==> src/rtl/game_pkg.sv <==
// rtl/game_pkg.sv - shared state encoding and width constants for the round controller
package game_pkg;

    localparam int ROUND_W = 4;
    localparam int TICK_W  = 8;

    typedef enum logic [2:0] {
        IDLE  = 3'd0,
        LOAD  = 3'd1,
        PLAY  = 3'd2,
        SCORE = 3'd3,
        DONE  = 3'd4
    } state_t;

endpackage

==> src/rtl/round_timer.sv <==
// rtl/round_timer.sv - loadable down-counter with zero flag; saturates at zero
module round_timer
    import game_pkg::*;
(
    input  logic              i_clk,
    input  logic              i_rstn,
    input  logic              i_load,
    input  logic [TICK_W-1:0] i_load_val,
    input  logic              i_dec,
    output logic [TICK_W-1:0] o_count,
    output logic              o_zero
);

    logic [TICK_W-1:0] r_count;
    logic              w_zero;

    assign w_zero  = (r_count == '0);
    assign o_count = r_count;
    assign o_zero  = w_zero;

    always_ff @(posedge i_clk) begin
        if (!i_rstn) begin
            r_count <= '0;
        end else if (i_load) begin
            r_count <= i_load_val;
        end else if (i_dec && !w_zero) begin
            r_count <= r_count - 1'b1;
        end
    end

endmodule

==> src/rtl/round_controller.sv <==
// rtl/round_controller.sv - game round FSM; round timeout built only with ROUND_CONTROLLER_TIMEOUT_EN
module round_controller
    import game_pkg::*;
#(
    parameter int ROUND_TICKS = 200,
    parameter int MAX_ROUNDS  = 9
) (
    input  logic               Clk,
    input  logic               Rst,
    input  logic               Allow,
    input  logic               Start,
    input  logic               Stop,
    input  logic               SubA,
    input  logic               SubB,
    input  logic               MatchA,
    input  logic               MatchB,
    output logic               LoadRNG,
    output logic               EnA,
    output logic               EnB,
    output logic               PointA,
    output logic               PointB,
    output logic [ROUND_W-1:0] Round,
    output logic [TICK_W-1:0]  TimeLeft,
    output logic               GameOver
);

    localparam logic [ROUND_W-1:0] MAX_R = ROUND_W'(MAX_ROUNDS);

    if (ROUND_TICKS < 2 || ROUND_TICKS > 255 || MAX_ROUNDS < 1 || MAX_ROUNDS > 15) begin : g_bad_param
        $error("round_controller: parameter out of range");
    end

    state_t             r_state;
    state_t             w_state_nxt;
    logic [ROUND_W-1:0] r_round;
    logic               r_lock_a;
    logic               r_lock_b;
    logic               r_win_a;
    logic               r_win_b;

    logic w_abort;
    logic w_start;
    logic w_sub_a;
    logic w_sub_b;
    logic w_win_a;
    logic w_win_b;
    logic w_lock_a_nxt;
    logic w_lock_b_nxt;
    logic w_timeout;

    assign w_start      = Start && Allow;
    assign w_sub_a      = SubA && !r_lock_a;
    assign w_sub_b      = SubB && !r_lock_b;
    assign w_win_a      = w_sub_a && MatchA;
    assign w_win_b      = w_sub_b && MatchB;
    assign w_lock_a_nxt = r_lock_a || (w_sub_a && !MatchA);
    assign w_lock_b_nxt = r_lock_b || (w_sub_b && !MatchB);

    // Losing Allow mid-game is an abort; in DONE only Stop blocks a restart.
    assign w_abort = ((r_state == LOAD || r_state == PLAY || r_state == SCORE) && (Stop || !Allow))
                   || (r_state == DONE && Stop);

`ifdef ROUND_CONTROLLER_TIMEOUT_EN
    localparam logic [TICK_W-1:0] TICKS = TICK_W'(ROUND_TICKS);

    logic [TICK_W-1:0] w_time_left;
    logic              w_timer_zero;

    round_timer u_round_timer (
        .i_clk      (Clk),
        .i_rstn     (Rst),
        .i_load     (r_state == LOAD && w_state_nxt == PLAY),
        .i_load_val (TICKS),
        .i_dec      (r_state == PLAY),
        .o_count    (w_time_left),
        .o_zero     (w_timer_zero)
    );

    assign TimeLeft  = w_time_left;
    assign w_timeout = (w_time_left == TICK_W'(1)) || w_timer_zero;
`else
    assign TimeLeft  = '0;
    assign w_timeout = 1'b0;
`endif

    always_comb begin
        w_state_nxt = r_state;
        LoadRNG     = 1'b0;
        EnA         = 1'b0;
        EnB         = 1'b0;
        PointA      = 1'b0;
        PointB      = 1'b0;
        GameOver    = 1'b0;
        case (r_state)
            IDLE: begin
                if (w_start) w_state_nxt = LOAD;
            end
            LOAD: begin
                LoadRNG     = 1'b1;
                w_state_nxt = w_abort ? DONE : PLAY;
            end
            PLAY: begin
                EnA = !r_lock_a;
                EnB = !r_lock_b;
                if (w_abort) begin
                    w_state_nxt = DONE;
                end else if (w_win_a || w_win_b || (w_lock_a_nxt && w_lock_b_nxt) || w_timeout) begin
                    w_state_nxt = SCORE;
                end
            end
            SCORE: begin
                PointA = r_win_a && !w_abort;
                PointB = r_win_b && !w_abort;
                if (w_abort || r_round >= MAX_R) w_state_nxt = DONE;
                else                             w_state_nxt = LOAD;
            end
            DONE: begin
                GameOver = 1'b1;
                if (!Stop && w_start) w_state_nxt = LOAD;
            end
            default: w_state_nxt = IDLE;
        endcase
    end

    always_ff @(posedge Clk) begin
        if (!Rst) begin
            r_state  <= IDLE;
            r_round  <= '0;
            r_lock_a <= 1'b0;
            r_lock_b <= 1'b0;
            r_win_a  <= 1'b0;
            r_win_b  <= 1'b0;
        end else begin
            r_state <= w_state_nxt;
            if (w_state_nxt == LOAD) begin
                r_round <= (r_state == SCORE) ? r_round + 1'b1 : ROUND_W'(1);
            end
            if (r_state == LOAD) begin
                r_lock_a <= 1'b0;
                r_lock_b <= 1'b0;
            end else if (r_state == PLAY) begin
                r_lock_a <= w_lock_a_nxt;
                r_lock_b <= w_lock_b_nxt;
            end
            // A tie scores nobody; winners only live through the single SCORE cycle.
            r_win_a <= (r_state == PLAY) && (w_state_nxt == SCORE) && w_win_a && !w_win_b;
            r_win_b <= (r_state == PLAY) && (w_state_nxt == SCORE) && w_win_b && !w_win_a;
        end
    end

    assign Round = r_round;

endmodule

==> config.mk <==
export PLATFORM = sky130hd
export DESIGN_NAME = round_controller
export DESIGN_NICKNAME = d
export VERILOG_FILES = /design/src/rtl/game_pkg.sv /design/src/rtl/round_timer.sv /design/src/rtl/round_controller.sv
export SDC_FILE = /design/constraint.sdc
export NUM_CORES = 1
export LEC_CHECK = 0
export BUFFER_PORTS_ARGS = -buffer_cell sky130_fd_sc_hd__clkbuf_2
export CORE_UTILIZATION = 51
export CTS_CLUSTER_SIZE = 20
export DETAILED_ROUTE_END_ITERATION = 10
export PLACE_DENSITY_LB_ADDON = 0.05
export SKIP_CTS_REPAIR_TIMING = 1
export SYNTH_ARGS = -nofsm -noshare
export SYNTH_HDL_FRONTEND = slang
export SYNTH_SLANG_ARGS = --single-unit
==> constraint.sdc <==
create_clock -name Clk -period 4.4 [get_ports Clk]
set_input_delay 0.44 -clock Clk [delete_from_list [all_inputs] [get_ports Clk]]
set_output_delay 0.44 -clock Clk [all_outputs]
set_load 0.05 [all_outputs]
==> results.ini <==
[run_status]
status = completed

[clocking]
cts_root_buf = clkbuf_4
cts.sinks = 11
clkLatencyLatePin_ns = 0.26
clockBufferDepth = 2
cts_max_level = 1
cts_tree = yes
clk_pin_slew_ns = 0.07
cts_made_buffers = 3

[layout]
nets = 117
drive_gt1_frac = 0.260
area_delta_synth_final_pct = 11.7
num_antenna_cells = 0
fillCellCount = 137
regArea_um2 = 220
multi_input_area_um2 = 443
post-route-cell-area_um2 = 813

[floorplan]
initial_core_util = 0.553
coreArea_um2 = 1320
die-width_um = 39.8
die-area_um2 = 1580
ios = 27
die_h_um = 39.8
rows = 13

[synthesis]
yosys_warnings = 0
netlist-cell-type-count = 33
yosys.area.top_type = dfxtp_1
post-synth-top-area-fraction = 0.302
yosysMostFrequentCell = dfxtp_1
syn_area_per_cell_um2 = 8.47
synth_commonest_cells = dfxtp_1, buf_4, nor2_1
synth_area_leaders = dfxtp_1, buf_4, ha_1, o21ai_0, nor2_1
async_flop_share = 0
yosysSeqAreaShare = 0.302
synth-edff-count = 0
synthFlopType = dfxtp_1
syn-instance-count = 86
yosys_register_bits = 11
syn_area_um2 = 728

[route]
drt-total-wl_um = 1290
dr_total_vias = 633
wl_per_cell_um = 10.8
drt-vias-per-instance = 5.32
drt_iter0_markers = 13
drtPass1Iterations = 5
drc_errors = 0
detail-route-antenna-nets = 0

[power_and_ir_drop]
vdd_drop_max_uv = 184
fin_total_pwr_mw = 0.219
powerDensity_nw_per_um2 = 269
leakagePower_nw = 0.362

[sta]
slew_violations = 0
rsz0062_at_grt = no
period_needed_ns = 2.09
setup-violations-final = 0
setup_tns_ns = 0
max_freq_ghz = 0.479
fin_skew_ns = 0.00186
final.period_utilization = 0.474
final_hold_viol_count = 0

[setup_path]
worst_ep_arrival_time_ns = 1.65
crit_required_ns = 3.96
critPathLaunchType = register
cp-end-kind = primary output
r2r_slack_ns = 2.55
path_cells = nand3b_1, nor2_1, and2_1, clkbuf_2
reg2reg_from = Round[1]$_SDFFE_PN0N_
slowest_stage = dfxtp_1
timing_worst_setup_path_type = reg -> out
slowest_delay_ns = 0.59
reg2reg_depth = 6
r2r_end = Round[1]$_SDFFE_PN0N_
critPathMaxFanout = 12

[global_route]
grtUsageTotal = 0.188
grt_pass1_wl_um = 1910
grt_pass1_vias = 476
gr-total-overflow = 0
antenna_found_initial = 0
grt_max_degree = 13

[flow_run]
max-cap-violations = 0

[placed_design]
post_dp_cell_area_um2 = 787
gp_congestion = 0.724
dp.final_hpwl_um = 1000
io_buffers = 18

[worst_hold_path]
min_path_cells = 2
hold-path-endpoint = r_state[2]$_SDFF_PN0_
hp-class = in -> reg
min-delay-start = Rst

## cells in the final DEF (no fill, tap or decap), drive strengths merged
cell	instances
clkbuf	22
dfxtp	11
nor2	9
conb	8
nand2	7
o21ai	6
inv	4
nor2b	4
nand2b	3
nor3	3
ha	3
nor3b	2
nand3b	2
and2	2
a21oi	2
o21a	2
a211oi	2
or3	1
or3b	1
a2111oi	1
xnor2	1
nor4	1
o32a	1
a21bo	1
mux2i	1
a211o	1
o211a	1
a41oi	1
a31oi	1
## worst max path at each step
stage / startpoint / endpoint / slack [ns] / cells after the start
3_3_place_gp: Stop / PointB / 2.59 / 5
5_1_grt: r_state[0]$_SDFF_PN0_ / PointA / 2.14 / 4
2_1_floorplan: r_state[0]$_SDFF_PN0_ / LoadRNG / 2.11 / 2
3_5_place_dp: r_state[0]$_SDFF_PN0_ / PointB / 2.56 / 4
6_report: r_state[0]$_SDFF_PN0_ / PointB / 2.31 / 4
4_1_cts: r_state[0]$_SDFF_PN0_ / PointB / 2.27 / 4
## through the flow
step / util / hold slack, ns / cells / setup WS, ns
floorplan: - / 0.549 / 93 / 2.11
global placement: 0.597 / 0.562 / 115 / 2.59
detailed placement: 0.597 / 0.577 / 115 / 2.56
CTS: 0.617 / 0.427 / 119 / 2.27
global route: 0.617 / 0.427 / 119 / 2.14
finish: 0.617 / 0.431 / 119 / 2.31
## final cells by class
| class | count | share of cell area |
|---|---|---|
| inverter | 4 | 0.0185 |
| sequential | 11 | 0.271 |
| timing repair buffer | 18 | 0.111 |
| tap | 15 | 0.0231 |
| clock buffer | 4 | 0.0323 |
| multi-input combinational | 67 | 0.545 |
## logic make-up (layout without fill, tap and decap cells)
kind of cell             Yosys count  count (layout)  share of synthesized area
XOR/XNOR                           1               1                     0.0120
flip-flops                        11              11                      0.302
adder cells (fa/ha/maj)            3               3                     0.0516
AO/OA/AOI/OAI                     19              19                      0.232
buffers and inverters             15              26                      0.125
other                              1               8                    0.00515
AND/OR/NAND/NOR                   35              35                      0.258
multiplexers                       1               1                     0.0137
## report_power, final
| part | internal, mW | switching, mW | leakage (nW) | total [mW] |
|---|---|---|---|---|
| logic | 0.0129 | 0.0331 | 0.258 | 0.0460 |
| clock network | 0.0351 | 0.0318 | 0.0150 | 0.0669 |
| registers | 0.101 | 0.00485 | 0.0890 | 0.106 |
## per-layer routing
metal	share of wire	global-route usage	wire length [um]
met1	0.47	0.218	599
met2	0.47	0.307	600
met3	0.067	0.0852	86
met4	0	0.0517	0
met5	0	0	0
## flip-flops by register name, summed over array words and instances (netlist names)
name / count
Round: 4
r_lock_a: 1
r_lock_b: 1
r_win_a: 1
r_state: 3
r_win_b: 1
## worst max-delay path, delay by kind of cell (launching register included)
kind	cells	cell delay (ns)
and+or+nand+nor	3	0.52
DFF	1	0.59
buffers and inverters	1	0.26
No activity file was read; power rests on OpenSTA's default activity.
